$ cat config.mk
export PLATFORM = sky130hd
export DESIGN_NAME = banked_regfile
export DESIGN_NICKNAME = d
export VERILOG_FILES = /design/src/rtl/banked_regfile.sv
export SDC_FILE = /design/constraint.sdc
export NUM_CORES = 2
export LEC_CHECK = 0
export CORE_ASPECT_RATIO = 0.5
export CORE_UTILIZATION = 50
export DETAILED_ROUTE_END_ITERATION = 10
export PLACE_DENSITY = 0.73
export SYNTH_ARGS = -nofsm -noshare
export SYNTH_HDL_FRONTEND = slang
export SYNTH_SLANG_ARGS = --single-unit
$ cat constraint.sdc
create_clock -name clk -period 39.5 [get_ports clk]
set_clock_uncertainty 0.05 [all_clocks]
set_input_delay 5.925 -clock clk [delete_from_list [all_inputs] [get_ports clk]]
set_output_delay 5.925 -clock clk [all_outputs]
set_load 0.01 [all_outputs]
$ cat src/rtl/banked_regfile.sv
// banked_regfile: 2**BANKW register banks (R1-R5, SP=R6, PC=R7; R0 reads zero)
// with a bank-return stack for nested trap entry / return.
module banked_regfile #(
  parameter int               WIDTH = 16,
  parameter int               BANKW = 2,
  parameter int               DEPTH = 4,
  parameter int               TRAPW = 4,
  parameter int               STEP  = 2,
  parameter logic [WIDTH-1:0] IVEC  = 16'h0004,
  localparam int              NBANKS = 2 ** BANKW,
  localparam int              DW     = $clog2(DEPTH + 1)
) (
  input  logic             clk,
  input  logic             reset,
  input  logic [2:0]       ra0,
  input  logic [2:0]       ra1,
  output logic [WIDTH-1:0] rd0,
  output logic [WIDTH-1:0] rd1,
  input  logic             we,
  input  logic [2:0]       wa,
  input  logic [WIDTH-1:0] wd,
  input  logic             incr_sp,
  input  logic             decr_sp,
  input  logic             incr_pc,
  input  logic             pc_rewind,
  input  logic             trap_enter,
  input  logic [BANKW-1:0] trap_bank,
  input  logic [TRAPW-1:0] trapnr,
  input  logic             reti,
  output logic [BANKW-1:0] bank,
  output logic [DW-1:0]    depth,
  output logic [WIDTH-1:0] pc_out,
  output logic [WIDTH-1:0] sp_out,
  output logic             overflow,
  output logic             underflow
);

  localparam int               PW     = (DEPTH > 1) ? $clog2(DEPTH) : 1;
  localparam logic [2:0]       A_R1   = 3'd1;
  localparam logic [2:0]       A_SP   = 3'd6;
  localparam logic [2:0]       A_PC   = 3'd7;
  localparam logic [WIDTH-1:0] STEP_W = WIDTH'(STEP);

  // Entry 0 of each bank is never written and stays zero.
  logic [WIDTH-1:0] regs_q  [NBANKS][8];
  logic [WIDTH-1:0] regs_d  [NBANKS][8];
  logic [BANKW-1:0] stack_q [DEPTH];
  logic [BANKW-1:0] stack_d [DEPTH];
  logic [BANKW-1:0] bank_q, bank_d;
  logic [DW-1:0]    depth_q, depth_d;
  logic             overflow_q, overflow_d;
  logic             underflow_q, underflow_d;

  logic             full, empty;
  logic             do_trap, do_ovf, do_reti, do_unf;
  logic [DW-1:0]    depth_dec;
  logic [PW-1:0]    push_idx, pop_idx;

  // Classify stack events; trap_enter silently swallows a same-cycle reti.
  always_comb begin
    full      = (depth_q == DW'(DEPTH));
    empty     = (depth_q == '0);
    do_trap   = trap_enter & ~full;
    do_ovf    = trap_enter & full;
    do_reti   = reti & ~trap_enter & ~empty;
    do_unf    = reti & ~trap_enter & empty;
    depth_dec = depth_q - DW'(1);
    push_idx  = depth_q[PW-1:0];
    pop_idx   = depth_dec[PW-1:0];
  end

  // Next-state for bank, depth, stack and the error pulses.
  always_comb begin
    bank_d      = bank_q;
    depth_d     = depth_q;
    stack_d     = stack_q;
    overflow_d  = do_ovf;
    underflow_d = do_unf;
    if (do_trap) begin
      stack_d[push_idx] = bank_q;
      bank_d            = trap_bank;
      depth_d           = depth_q + DW'(1);
    end else if (do_reti) begin
      bank_d  = stack_q[pop_idx];
      depth_d = depth_dec;
    end
  end

  // Register write-back: later assignments carry higher priority.
  always_comb begin
    regs_d = regs_q;
    if (we && wa != 3'd0) begin
      regs_d[bank_q][wa] = wd;
    end
    if (incr_sp) begin
      regs_d[bank_q][A_SP] = regs_q[bank_q][A_SP] + STEP_W;
    end else if (decr_sp) begin
      regs_d[bank_q][A_SP] = regs_q[bank_q][A_SP] - STEP_W;
    end
    if (pc_rewind) begin
      regs_d[bank_q][A_PC] = regs_q[bank_q][A_PC] - STEP_W;
    end else if (incr_pc) begin
      regs_d[bank_q][A_PC] = regs_q[bank_q][A_PC] + STEP_W;
    end
    // The bank being left is rearmed so its next entry starts at its vector.
    if (do_reti) begin
      regs_d[bank_q][A_PC] = (bank_q == '0) ? '0 : IVEC;
    end
    if (do_trap) begin
      regs_d[trap_bank][A_R1] = WIDTH'(trapnr);
    end
  end

  // State registers with asynchronous reset.
  always_ff @(posedge clk or posedge reset) begin
    if (reset) begin
      for (int b = 0; b < NBANKS; b++) begin
        for (int r = 0; r < 8; r++) begin
          regs_q[b][r] <= (r == 7 && b != 0) ? IVEC : '0;
        end
      end
      for (int s = 0; s < DEPTH; s++) begin
        stack_q[s] <= '0;
      end
      bank_q      <= '0;
      depth_q     <= '0;
      overflow_q  <= 1'b0;
      underflow_q <= 1'b0;
    end else begin
      regs_q      <= regs_d;
      stack_q     <= stack_d;
      bank_q      <= bank_d;
      depth_q     <= depth_d;
      overflow_q  <= overflow_d;
      underflow_q <= underflow_d;
    end
  end

  // Combinational reads of the current bank; no bypass of same-cycle writes.
  always_comb begin
    rd0       = (ra0 == 3'd0) ? '0 : regs_q[bank_q][ra0];
    rd1       = (ra1 == 3'd0) ? '0 : regs_q[bank_q][ra1];
    pc_out    = regs_q[bank_q][A_PC];
    sp_out    = regs_q[bank_q][A_SP];
    bank      = bank_q;
    depth     = depth_q;
    overflow  = overflow_q;
    underflow = underflow_q;
  end

endmodule

======== Word level (Yosys, flattened, before mapping) ========
Index checks and enable logic that the tools add are counted.
storage, ports and cells
  register bits after elaboration ......... 527
  input bits .............................. 40
  word-level logic and storage cells ...... 130
cells by class
  $add $sub $neg .......................... 6
  order comparisons ....................... 11
  eq/ne operators ......................... 1
  muxes and demuxes ....................... 46
  bitwise operators ....................... 15
  reduce and logical (&&, ||, !) cells .... 11
operators by type and width
  kind                     count
  $bwmux W512              7
  $mux W512                7
  $demux W128 S2           4
  $mux W128                3
  $bmux W128 S2            1
  $mux W16                 8
  $mux W112                1
  $bmux W16 S3             2
  $demux W16 S3            1
  $add A16 B2 Y16 const B  2
  $mux W32                 1
  $sub A16 B2 Y16 const B  2
  $ge A3 B3 Y1 const B     4
  $ge A4 B4 Y1 const B     3
  $not A2 Y3               4
  $not A3 Y4               3
  $mux W2                  5
  $logic_not A3 Y1         3
  $lt A3 B1 Y1 const B     3
  $mux W3                  3
  $bwmux W8                1
  $and A1 B1 Y1            5
  $logic_and A1 B1 Y1      5
  $bmux W2 S2              1
  9 further kinds          11

======== Longest topological paths before layout ========
  depth after elaboration ................. 19
  depth in mapped cells ................... 13

======== Worst setup path after synthesis ========
No wires, ideal clock.
  path kind ............................... input to output
  from .................................... input ra1[0]
  to ...................................... output rd1[2]
  data arrival time ....................... 7.580 ns
  slack ................................... 25.945 ns
  cell stages on the path ................. 5
  path buffers ............................ 2
  cells stage by stage .................... clkbuf_1 clkbuf_1 mux4_2 nand2_1 o21ai_0
between the ends
  longest elaborated chain between the ends .. 5
  elaborated cells on any way between the ends .. 6
RTL lines
  element                                      RTL line  source
  from (decl)                                  16        input logic [2:0] ra1,
  $not A3 Y4 (implied by the code)             142       rd1 = (ra1 == 3'd0) ? '0 : regs_q[bank_q][ra1];
  $bmux W16 S3                                 142
  $mux W16 (implied by the code) (2 in a row)  142
  $mux W16 *                                   142
  to (decl)                                    18        output logic [WIDTH-1:0] rd1,
Every way passes the cells marked *; elsewhere a longest branch is shown, timed or not. The select of a mux whose other input is x is not followed.

======== Worst setup path after layout ========
  from .................................... input ra0[1]
  to ...................................... output rd0[2]
between the ends
  longest elaborated chain between the ends .. 5
  elaborated cells on any way between the ends .. 6
RTL lines
  element                                      RTL line  source
  from (decl)                                  15        input logic [2:0] ra0,
  $not A3 Y4 (implied by the code)             141       rd0 = (ra0 == 3'd0) ? '0 : regs_q[bank_q][ra0];
  $bmux W16 S3                                 141
  $mux W16 (implied by the code) (2 in a row)  141
  $mux W16 *                                   141
  to (decl)                                    17        output logic [WIDTH-1:0] rd0,
Marked as above.

==> flow_metrics.py <==
metrics = {
    "critical_path": {
        "cp_num_buf_inv": 2,
        "cp_slowest_stage_delay_ns": 0.92,
        "start_kind": "input port",
        "crit_chain": "buf_2 > nor2b_1 > a22oi_1 > o21ai_0 > clkdlybuf4s50_1",
        "path_delay_family": "buffers and inverters",
        "cp.required_ns": 33.52,
        "cp.arrival_ns": 8.63,
        "critical-path-slowest-cell": "nor2b_1",
        "path_max_fanout": 33,
        "worstSetupPathType": "in2out",
        "critPathCaptureType": "output pin",
    },
    "clock_network": {
        "cts-resized-gates": 0,
        "cts_sinks": 463,
        "clockBufferDepth": 3,
        "htreeDepth": 2,
        "cts_setup_buffers": 0,
        "clockRootBuffer": "clkbuf_16",
        "cts_hold_buf": 0,
        "clock_latency_ns": 0.57,
        "numCtsBuffers": 44,
        "clkTransAtPathRegs_ns": 0.06,
        "tritoncts": "done",
    },
    "yosys": {
        "synth_ff_type": "dfrtp_1",
        "netlist.area_leader.share": 0.444,
        "yosys-top-cells-area": "dfrtp_1 (44%), mux2_2 (13%), mux4_2 (13%)",
        "syn_area_um2": 25900,
        "ys_seq_elements": 463,
        "synth-seq-area-share": 0.447,
        "netlist_instances": 2340,
        "synth_cell_types": 75,
        "syn-mean-instance-area_um2": 11.1,
        "synth-async-reset-ratio": 1.00,
        "syn-num-nets": 2390,
        "synth-edff-count": 0,
        "synth_top_cell_by_area": "dfrtp_1",
        "yosysWarnings": 0,
    },
    "layout": {
        "final_nets": 2371,
        "area_growth_pct": 11.7,
        "final_cells": 3058,
        "fillCellCount": 4132,
        "layout_common_cells": "dfrtp_1 (458), nand2_1 (398), mux2_2 (304)",
        "final_area_um2": 29000,
        "final_common_cell": "dfrtp_1",
        "fin_util": 0.571,
        "layout-drive-gt1-share": 0.261,
    },
    "routing": {
        "drtIter0Drc": 3076,
        "drc": 0,
        "vias_per_cell": 6.78,
        "vias": 20700,
        "drt-pass1-iter-count": 6,
        "drt-wirelength-per-cell_um": 28.7,
        "ant_nets": 0,
        "drt_wl_total_mm": 87.9,
    },
    "sta": {
        "setup_viol": 0,
        "fin_crit_sh": 0.370,
        "relSlewSlack": 0.173,
        "fin_tns_setup_ns": 0,
        "worst_slew_pin_slew_ns": 1.24,
        "slew_viol_final": 0,
        "maxClockFrequency_mhz": 68.5,
        "rsz0062_at_grt": "no",
        "finalHoldViolCount": 0,
        "setup_slack_ns": 24.90,
        "period_needed_ns": 14.60,
        "whs_ns": 0.450,
    },
    "die": {
        "start_util": 0.511,
        "die_h_um": 163,
        "dieArea_um2": 52800,
        "ios": 111,
        "fp.dieW_um": 324,
        "num_rows": 58,
        "core_um2": 50700,
    },
    "place": {
        "place_congestion": 1.02,
        "dp_cells": 2965,
        "place_ws_ns": 24.96,
        "io_buffer_count": 110,
        "placed_area_um2": 27300,
        "dpl.hpwl_mm": 57.9,
    },
    "global_route": {
        "grt_pass1_vias": 20200,
        "grt_usage": 0.336,
        "antenna_found_initial": 7,
        "grt_max_degree": 173,
        "globalRoute.totalOverflow": 0,
        "grt_first_pass_wirelength_mm": 131,
    },
    "power_and_ir_drop": {
        "fin_total_pwr_mw": 2.67,
        "p_leak_nw": 12.2,
        "power_density_nw_per_um2": 92.0,
        "ir_worst_vdd_mv": 0.0431,
    },
    "run": {
        "drv_cap": 0,
    },
    "hold_path": {
        "hp-class": "reg2reg",
    },
    "outcome": {
        "status": "finished clean",
    },
}
-- power by group --
| part | internal [mW] | switching (mW) | leakage (nW) |
|---|---|---|---|
| clock | 0.279 | 0.195 | 0.792 |
| combinational | 0.597 | 0.797 | 5.54 |
| sequential | 0.674 | 0.123 | 5.82 |
-- kinds of logic after synthesis --
kind of cell / Yosys count / synth area share
xor+xnor: 54 / 0.0182
mux: 501 / 0.279
fa+ha+maj: 10 / 0.00483
compound gates: 409 / 0.103
buf+inv: 237 / 0.0365
simple gates: 666 / 0.112
flops: 463 / 0.447
-- final cells by class --
cell class	count	area (µm²)	area share
Timing Repair Buffer	153	1390	0.0478
Sequential cell	463	11600	0.400
Inverter	19	78.8	0.00272
Clock inverter	18	298	0.0103
Tap cell	690	863	0.0298
Antenna cell	12	30.0	0.00104
Clock buffer	63	1320	0.0454
Multi-Input combinational cell	1640	13400	0.463
-- synth_stat cells, types with 24 or more instances --
library cell / number
nand3_1: 37
mux2_2: 304
xnor2_1: 35
a31oi_1: 34
dfrtp_1: 460
mux2i_1: 51
nand2_1: 398
mux4_2: 146
a21oi_1: 92
buf_2: 24
nor2_1: 125
o21ai_0: 99
a22oi_1: 42
clkbuf_1: 169
-- per-layer routing --
| layer | GRT usage | routed length (µm) | vias up |
|---|---|---|---|
| met2 | 0.483 | 37500 | 1311 |
| met1 | 0.472 | 35600 | 10600 |
| met5 | 0 | 12 | - |
| met3 | 0.0997 | 10500 | 262 |
| met4 | 0.148 | 4260 | 2 |
| li1 | - | - | 8562 |
-- sequential cells by signal, indices dropped and copies added, names as in the netlist --
name       count
regs_q       448
underflow      1
overflow       1
stack_q        8
bank           2
depth          3
-- final timing paths --
kind	from	end	slack [ns]	cells past startpoint
min reg2reg	regs_q[186]	regs_q[186]	0.45	1
min	regs_q[186]	regs_q[186]	0.45	1
min in group asynchronous	reset	regs_q[95]	5.89	2
max in group asynchronous	reset	bank[1]	30.06	5
max reg2reg	bank[0]	regs_q[287]	34.37	10
max	ra0[1]	rd0[2]	24.90	5
Power figures use the tool's default switching activity.
